### src/rtl/seq_scan_ctrl.sv
// Word-level wrapper around a bit-serial Moore "101" detector: accepts a word, shifts it MSB-first,
// reports a saturating detection count. Define SEQ_SCAN_OVERLAP_EN for fully overlapping detection.
module seq_scan_ctrl #(
  parameter int unsigned WIDTH = 8,
  parameter int unsigned CNT_W = 4
) (
  input  logic             clock,
  input  logic             reset,
  input  logic [WIDTH-1:0] word_in,
  input  logic             word_valid,
  output logic             word_ready,
  output logic [CNT_W-1:0] count_out,
  output logic             count_valid,
  input  logic             count_ready,
  output logic             ser_bit,
  output logic             det_o,
  output logic             busy
);

  localparam int unsigned IDX_W = (WIDTH > 2) ? $clog2(WIDTH) : 1;
  localparam logic [IDX_W-1:0] LAST_IDX = IDX_W'(WIDTH - 1);
  localparam logic [CNT_W-1:0] CNT_MAX  = {CNT_W{1'b1}};

  typedef enum logic [1:0] {IDLE, SHIFT, FLUSH, DONE} state_t;
  typedef enum logic [1:0] {S0, S1, S2, S3} det_t;

  state_t           state_q, state_d;
  det_t             det_q, det_d;
  logic [WIDTH-1:0] shreg_q, shreg_d;
  logic [IDX_W-1:0] idx_q, idx_d;
  logic [CNT_W-1:0] cnt_q, cnt_d;

  // Detector transition; the overlap build lets the trailing 1 of a match start the next one.
  function automatic det_t det_next(input det_t s, input logic b);
    det_t n;
    n = S0;
    case (s)
      S0: n = b ? S1 : S0;
      S1: n = b ? S1 : S2;
      S2: n = b ? S3 : S0;
`ifdef SEQ_SCAN_OVERLAP_EN
      S3: n = b ? S1 : S2;
`else
      S3: n = b ? S1 : S0;
`endif
      default: n = S0;
    endcase
    return n;
  endfunction

  always_ff @(posedge clock) begin
    if (reset) begin
      state_q <= IDLE;
      det_q   <= S0;
      shreg_q <= '0;
      idx_q   <= '0;
      cnt_q   <= '0;
    end else begin
      state_q <= state_d;
      det_q   <= det_d;
      shreg_q <= shreg_d;
      idx_q   <= idx_d;
      cnt_q   <= cnt_d;
    end
  end

  always_comb begin
    state_d     = state_q;
    det_d       = det_q;
    shreg_d     = shreg_q;
    idx_d       = idx_q;
    cnt_d       = cnt_q;
    word_ready  = 1'b0;
    count_valid = 1'b0;
    busy        = 1'b0;
    ser_bit     = 1'b0;
    det_o       = (det_q == S3);
    count_out   = cnt_q;

    case (state_q)
      IDLE: begin
        word_ready = 1'b1;
        if (word_valid) begin
          shreg_d = word_in;
          idx_d   = '0;
          cnt_d   = '0;
          det_d   = S0;
          state_d = SHIFT;
        end
      end
      SHIFT: begin
        busy    = 1'b1;
        ser_bit = shreg_q[WIDTH-1];
        det_d   = det_next(det_q, shreg_q[WIDTH-1]);
        shreg_d = shreg_q << 1;
        idx_d   = idx_q + IDX_W'(1);
        if (det_q == S3 && cnt_q != CNT_MAX) cnt_d = cnt_q + CNT_W'(1);
        if (idx_q == LAST_IDX) state_d = FLUSH;
      end
      FLUSH: begin
        // The detection produced by the last bit is counted here; serial input idles at 0.
        busy  = 1'b1;
        det_d = det_next(det_q, 1'b0);
        if (det_q == S3 && cnt_q != CNT_MAX) cnt_d = cnt_q + CNT_W'(1);
        state_d = DONE;
      end
      DONE: begin
        count_valid = 1'b1;
        if (count_ready) state_d = IDLE;
      end
      default: state_d = IDLE;
    endcase
  end

endmodule

### config.mk
export PLATFORM = sky130hd
export DESIGN_NAME = seq_scan_ctrl
export DESIGN_NICKNAME = d
export VERILOG_FILES = /design/src/rtl/seq_scan_ctrl.sv
export SDC_FILE = /design/constraint.sdc
export NUM_CORES = 1
export LEC_CHECK = 0
export CAP_MARGIN = 20
export CORE_ASPECT_RATIO = 0.75
export CORE_MARGIN = 2
export CORE_UTILIZATION = 45
export DETAILED_ROUTE_END_ITERATION = 16
export MAX_ROUTING_LAYER = met4
export PLACE_DENSITY_LB_ADDON = 0.25
export SLEW_MARGIN = 0
export SYNTH_ARGS = -nofsm -noshare
export SYNTH_HDL_FRONTEND = slang
export SYNTH_SLANG_ARGS = --single-unit
### constraint.sdc
create_clock -name clock -period 2.44 [get_ports clock]
set_clock_uncertainty 0.2 [all_clocks]
set_input_delay 0.488 -clock clock [delete_from_list [all_inputs] [get_ports clock]]
set_output_delay 0.488 -clock clock [all_outputs]
set_load 0.01 [all_outputs]
# == Word-level counts from Yosys, hierarchy flattened ==
# Index checks and enable logic that the tools add are counted.
# op_classes
addsub,2
eq_ne,12
muxes,22
reduce_logical,13
# op_table
operator,n
one-hot mux 8 bit (2 select lines),1
two-way mux 2 bit,6
one-hot mux 2 bit (3 select lines),2
== test 2 bit (second input constant),4
two-way mux 4 bit,2
two-way mux 8 bit,1
one-hot mux 2 bit (4 select lines),1
one-hot mux 4 bit (2 select lines),1
!= test 2 bit (second input constant),3
one-hot mux 3 bit (2 select lines),1
AND reduction 3 bit,2
two-way mux 1 bit,5
adder 4 x 1 -> 4 bit (second input constant),1
== test 2 x 1 -> 1 bit (second input constant),2
logical NOT 2 bit,2
!= test 4 bit (second input constant),1
one-hot mux 2 bit (2 select lines),1
AND reduction 2 bit,2
nonzero test 2 bit,2
OR reduction 2 bit,2
adder 3 x 1 -> 3 bit (second input constant),1
== test 3 bit (second input constant),1
two-way mux 3 bit,1
nonzero test 3 bit,1
other kinds (3),3
# totals
regBits,19
inputBits,12
output_inout_bits,9
word_cells,54

# == Longest topological paths before layout ==
# Gate-level depths: netlist of run 1.
# depth
ltp_word,4
depth_mapped,7
mapped_depth_nobuf,6

# == Worst setup path after synthesis of run 1 ==
# No wires, ideal clock.
# synth_timing
kind,reg2reg
from,reg state_q[0]
to,reg cnt_q[3] (netlist: count_out[3])
setup_time_ps,70
arrival_ps,1615
required_time_ps,2170
slack_ps,555
path_stages_with_launch,7
path_buffers,0
period_less_slack_ps,1885
cell_sequence,dfxtp_1 -> inv_1 -> ha_1 -> mux2_4 -> nand3_2 -> or3_1 -> a21oi_1
# synth_via
elab_chain_cells,4
word_cells_on_any_way,9
classes_between,4 x eq/ne; 1 x mux; 4 x reduce/logical
# synth_rtl
element,line_no,rtl
"start, declared",27,"state_t state_q, state_d;"
"start signal, assigned",59,state_q <= state_d;
== test 2 bit / == test 2 x 1 -> 1 bit (equally long branches),80,case (state_q)
OR reduction 2 bit (no line),-,
!= test 2 x 1 -> 1 bit (no line) / nonzero test 2 bit (equally long branches),-,
AND reduction 3 bit (no line),-,
"end signal, assigned",63,cnt_q <= cnt_d;
"end, declared",31,"logic [CNT_W-1:0] cnt_q, cnt_d;"
# Several ways; a longest one is shown, not always the timed one.
# A chain may end at the register's enable or synchronous reset.

# == Worst setup path in the final report of run 1 ==
# layout_timing
from,reg state_q[0]
to,out busy
# layout_via
elab_chain_cells,3
word_cells_on_any_way,4
classes_between,2 x eq/ne; 1 x mux; 1 x reduce/logical
# layout_rtl
element,line_no,rtl
== test 2 bit / == test 2 x 1 -> 1 bit (equally long branches),80,
OR reduction 2 bit (no line) *,-,
two-way mux 1 bit *,80,
"end, declared",17,output logic busy
# Every way passes the cells marked *; elsewhere a longest branch is shown, timed or not.

==> results.sh, run 1 <==
export IMPL_ys_warn_count=0
export IMPL_drc=0
export IMPL_synthArstFlopShare_pct=0
export IMPL_ys_seq_area_share_pct=39.58
export IMPL_dp_hpwl_um=1483
export IMPL_clkTransAtPathRegs_ps=110
export IMPL_wl_um=1933
export IMPL_cts_sinks=19
export IMPL_fin_crit_ps=2311
export IMPL_slew_headroom_pct=65.21
export IMPL_slowest_delay_ps=540
export IMPL_layout_drive_gt1_share_pct=10.16
export IMPL_worst_pin_slew_ps=520.2
export IMPL_drtIter0Drc=21
export IMPL_cp_max_fo=9
export IMPL_grt_max_degree=15
export IMPL_cts_setup_buffers=0
export IMPL_cts_made_buffers=3
export IMPL_critPathCaptureType="output pin"
export IMPL_p_per_area_mw_per_mm2=1120
export IMPL_cp_num_buf_inv=2
export IMPL_clkLatencyLatePin_ps=300
export IMPL_syn_to_final_growth_pct=29.04
export IMPL_wl_per_cell_um=12.72
export IMPL_coreArea_mm2=0.002014
export IMPL_syn_avg_cell_area_um2=9.152
export IMPL_synth_top_flop_cell="dfxtp_1"
export IMPL_path_delay_family="buffers and inverters"
export IMPL_holdCritPathClass="register to register"
export IMPL_ant_nets=0
export IMPL_die_w_um=57.36
export IMPL_cp_start_kind="register"
export IMPL_slowest_stage="clkdlybuf4s50_1"
export IMPL_synthCells=105
export IMPL_place_gp_congestion=0.7270
export IMPL_clock_path_buffers=2
export IMPL_status="finished clean"
export IMPL_diodes=0
export IMPL_synth_cell_type_count=30
export IMPL_max_cap_violations=0
export IMPL_ios=21
export IMPL_cts_tree="done"
export IMPL_finalSetupViolCount=0
export IMPL_viasPerCell=5.467
export IMPL_max_freq_mhz=432.8
export IMPL_timing_hold_ws_ps=270.3
export IMPL_grt_pass1_vias=787
export IMPL_die_area_mm2=0.002525
export IMPL_synth_edf_count=0
export IMPL_synth_nets=124
export IMPL_die_y_um=44.02
export IMPL_hold_violations=0
export IMPL_cp_data_required_time_ps=1750
export IMPL_tns_ps=0
export IMPL_fin_nets=148
export IMPL_track_usage_pct=18.29
export IMPL_firstDrtPassIters=4
export IMPL_grt_antenna_before_repair=0
export IMPL_synth_seq_cells=19
export IMPL_syn_area_um2=960.9
export IMPL_root_buffer="clkbuf_4"
export IMPL_grt_overflow=0
export IMPL_grt_pass1_wl_um=3353
export IMPL_fin_crit_sh_pct=94.70
export IMPL_rsz0062_at_grt="false"
export IMPL_initial_core_util_pct=47.70
export IMPL_rows=14
export IMPL_crit_chain="inv_1 -> ha_4 -> clkdlybuf4s50_1"
export IMPL_cts_hold_buf=0
export IMPL_cts_max_level=1
export IMPL_arrival_ps=1620
export IMPL_maxSlewViolCount=0
export IMPL_io_buffers=20
export IMPL_p_leak_nw=0.5039
export IMPL_peakVddDrop_uv=924.9
export IMPL_path_class="register to output pin"
export IMPL_via_count=831
==> per-stage QoR <==
stage	instance area (um2)	total power, mW	utilization [%]	std cells	setup slack [ps]
after CTS	1235	1.394	61.30	152	32.93
after floorplan	960.9	0.9693	-	105	554.9
after global routing	1240	1.501	61.55	152	53.74
after global placement	1196	1.154	59.38	148	332.1
final	1240	1.388	61.55	152	129.3
after detailed placement	1196	1.188	59.38	148	268.1
==> worst reg2reg max path: cells and delay by family, from the launching register on <==
family / cells / cell delay (ps)
flip-flops: 1 / 370
adder cells (fa/ha/maj): 1 / 320
multiplexers: 1 / 200
buffers and inverters: 1 / 90
AO/OA/AOI/OAI: 1 / 170
AND/OR/NAND/NOR: 2 / 460
==> synth_stat cells (3+ instances only) <==
master	n	area (um2)
nand3_1	3	15.01
nand4_1	3	18.77
inv_1	5	18.77
a211oi_1	9	67.56
nor2_1	17	63.81
ha_1	7	87.58
mux2i_1	9	90.09
dfxtp_1	19	380.4
nand2_1	4	15.01
==> path summary, 6_finish.rpt <==
path	startpoint	endpoint	slack [ps]	depth (start not counted)
worst max-delay path	state_q[0]$_SDFFE_PP0P_	busy	130	3
worst min-delay path	shreg_q[0]$_SDFFE_PP0P_	shreg_q[0]$_SDFFE_PP0P_	270	2
worst max register to register	state_q[0]$_SDFFE_PP0P_	count_out[3]$_SDFFE_PP0P_	570	6
worst min register to register	shreg_q[0]$_SDFFE_PP0P_	shreg_q[0]$_SDFFE_PP0P_	270	2
==> state kept, by name (all words and copies together), names as in the netlist <==
name / cells
state_q: 2
shreg_q: 8
det_q: 2
idx_q: 3
count_out: 4
==> cells by family after synthesis <==
kind of cell,after synthesis,synth area share [%]
DFF,19,39.58
buffers and inverters,9,3.776
AOI/OAI and AO/OA,24,17.84
adders and majority gates,7,9.114
and+or+nand+nor,34,16.93
xor gates and xnor gates,2,1.823
muxes,10,10.94
==> power by group <==
part / internal (mW) / switching, mW
clock: 0.0637 / 0.0958
sequential: 0.401 / 0.0582
combinational: 0.368 / 0.402
total: 0.832 / 0.556
==> area by class of cell <==
type | instances | area, um2
Fill cell | 196 | 774.5
Multi-Input combinational cell | 77 | 556.8
Sequential cell | 19 | 382.9
Timing Repair Buffer | 23 | 225.2
Tap cell | 24 | 30.03
Clock buffer | 4 | 26.28
Inverter | 5 | 18.77
==> metal layers <==
| layer | GRT usage [%] | vias to the layer above | wire (um) |
|---|---|---|---|
| met5 | - | - | 0 |
| met4 | 9.767 | 0 | 52 |
| met3 | 6.140 | 6 | 87 |
| met2 | 28.86 | 19 | 867 |
| met1 | 20.73 | 379 | 926 |
| li1 | - | 427 | - |
==> cell usage in the layout (no fill, tap or decap), types with 2 or more instances in the layout <==
master	Yosys	layout
dfxtp_1	19	17
a31oi_1	2	2
buf_4	0	3
dfxtp_2	0	2
xor2_1	2	2
nand2_1	4	4
o31ai_1	2	2
a211oi_1	9	9
inv_1	5	5
ha_1	7	6
clkbuf_4	0	3
clkdlybuf4s50_1	0	19
a21oi_1	2	2
nand4_1	3	3
o21ai_0	2	2
a22oi_1	2	2
mux2i_1	9	9
nand3_1	3	3
nor2_1	17	17
and2_1	2	2
==> what timing repair did <==
| item | 4_1_cts | 5_1_grt |
|---|---|---|
| endpoints found under the hold margin | 0 | 0 |
| setup endpoints to repair | 1 | 2 |
| gates resized for setup | 2 | 3 |
Power figures use the tool's default switching activity.
==> run 2, diff against run 1 <==
- CORE_MARGIN: 2 -> unset
- clock period: 2.44 -> 2.6 ns (I/O delays scaled with it)
==> results.sh, run 2 (synthesized netlist as in run 1, its figures left out) <==
export IMPL_drtIter0Drc=16
export IMPL_cts_max_level=1
export IMPL_r2r_start="state_q[1]$_SDFFE_PP0P_"
export IMPL_grt_pass1_wl_um=3249
export IMPL_p_leak_nw=0.4825
export IMPL_grt_overflow=0
export IMPL_track_usage_pct=18.98
export IMPL_die_w_um=55.36
export IMPL_cp_start_kind="register"
export IMPL_regMostFlops="shreg_q"
export IMPL_syn_to_final_growth_pct=27.99
export IMPL_rrSetupSlack_ps=620
export IMPL_ant_nets=0
export IMPL_die_area_mm2=0.002326
export IMPL_p_per_area_mw_per_mm2=1036
export IMPL_tns_ps=0
export IMPL_critPathCapture="busy"
export IMPL_most_common_layout_cells="clkdlybuf4s50_1 (20), dfxtp_1 (18), nor2_1 (17)"
export IMPL_final_common_cell="clkdlybuf4s50_1"
export IMPL_holdCritPathClass="register to register"
export IMPL_wl_per_cell_um=12.82
export IMPL_power_mw=1.274
export IMPL_max_freq_mhz=404.9
export IMPL_timing_rr_end="count_out[3]$_SDFFE_PP0P_"
export IMPL_max_cap_violations=0
export IMPL_cts_tree="done"
export IMPL_post_dp_cell_area_mm2=0.001196
export IMPL_cp_max_fo=9
export IMPL_dp_hpwl_um=1511
export IMPL_clkTransAtPathRegs_ps=110
export IMPL_diodes=0
export IMPL_drc=0
export IMPL_cts_sinks=19
export IMPL_die_y_um=42.02
export IMPL_io_buffers=20
export IMPL_viasPerCell=5.428
export IMPL_initial_core_util_pct=47.70
export IMPL_cp_data_required_time_ps=1880
export IMPL_peakVddDrop_uv=942.7
export IMPL_via_count=825
export IMPL_fin_nets=148
export IMPL_rsz0062_at_grt="false"
export IMPL_rows=14
export IMPL_cts_made_buffers=3
export IMPL_fin_crit_sh_pct=95.00
export IMPL_worst_pin_slew_ps=507.7
export IMPL_cp_startpoint="state_q[1]$_SDFFE_PP0P_"
export IMPL_final_util_pct=61.06
export IMPL_fin_crit_ps=2470
export IMPL_ios=21
export IMPL_grt_antenna_before_repair=0
export IMPL_path_class="register to output pin"
export IMPL_grt_pass1_vias=749
export IMPL_coreArea_mm2=0.002014
export IMPL_place_gp_congestion=0.7628
export IMPL_reg2regPathDepth=6
export IMPL_maxSlewViolCount=0
export IMPL_arrival_ps=1750
export IMPL_hold_violations=0
export IMPL_finalInstanceArea_mm2=0.001230
export IMPL_timing_hold_ws_ps=264.4
export IMPL_cts_setup_buffers=0
export IMPL_layout_drive_gt1_share_pct=10.16
export IMPL_slew_headroom_pct=65.79
export IMPL_wl_um=1949
export IMPL_clock_path_buffers=2
export IMPL_critPathCaptureType="output pin"
export IMPL_finalSetupViolCount=0
export IMPL_largest_register_ffs=8
export IMPL_clkLatencyLatePin_ps=300
export IMPL_root_buffer="clkbuf_4"
export IMPL_firstDrtPassIters=4
export IMPL_status="finished clean"
export IMPL_grt_max_degree=15
==> run 2: changes by cell type in the layout (fill, tap and decap cells not counted), sizes merged <==
cell and change:
clkinvlp +1, clkbuf -1, dlymetal6s2s -1, clkdlybuf4s50 +1
==> run 2: area by class of cell <==
type                            count  area (um2)
Inverter                            5       18.77
Timing Repair Buffer               23       222.7
Fill cell                         183       784.5
Tap cell                           24       30.03
Clock buffer                        3       22.52
Sequential cell                    19       381.6
Multi-Input combinational cell     77       546.8
Clock inverter                      1       7.507
==> run 2: report_power, final <==
| group | switching [mW] | total (mW) | internal, mW |
|---|---|---|---|
| clock network | 0.0954 | 0.154 | 0.0586 |
| logic | 0.367 | 0.689 | 0.322 |
| registers | 0.0572 | 0.431 | 0.374 |
| total | 0.520 | 1.27 | 0.754 |
==> run 2: how the worst min path moves through the flow <==
stage | start | end | slack, ps | cells after the start
2_1_floorplan | shreg_q[0]$_SDFFE_PP0P_ | shreg_q[0]$_SDFFE_PP0P_ | 230 | 2
4_1_cts | shreg_q[0]$_SDFFE_PP0P_ | shreg_q[0]$_SDFFE_PP0P_ | 270 | 2
6_report | shreg_q[0]$_SDFFE_PP0P_ | shreg_q[0]$_SDFFE_PP0P_ | 260 | 2
5_1_grt | shreg_q[0]$_SDFFE_PP0P_ | shreg_q[0]$_SDFFE_PP0P_ | 300 | 2
3_3_place_gp | shreg_q[0]$_SDFFE_PP0P_ | shreg_q[0]$_SDFFE_PP0P_ | 240 | 2
3_5_place_dp | shreg_q[0]$_SDFFE_PP0P_ | shreg_q[0]$_SDFFE_PP0P_ | 250 | 2
==> run 2: timing repair <==
item                                    in CTS  in global routing
endpoints found under the setup margin       0                  1
hold buffers                                 0                  0
gates resized for setup                      0                  2
==> run 2: worst max-delay path: stages, from the launching register on <==
cell and delay [ps]:
dfxtp_1 400, inv_1 80, ha_2 420, clkdlybuf4s50_1 560
==> run 2: through the flow <==
step / std cells / setup slack, ps
floorplan: 105 / 714.9
global placement: 148 / 452.3
detailed placement: 148 / 399.8
CTS: 152 / 54.89
global route: 152 / 50.72
finish: 152 / 130.0
==> run 2: routing by layer <==
layer	track usage [%]	up-vias	part of all wire [%]
li1	-	424	-
met1	21.57	380	47
met2	31.08	19	47
met3	6.481	2	4.5
met4	7.500	0	0.87
met5	-	-	0
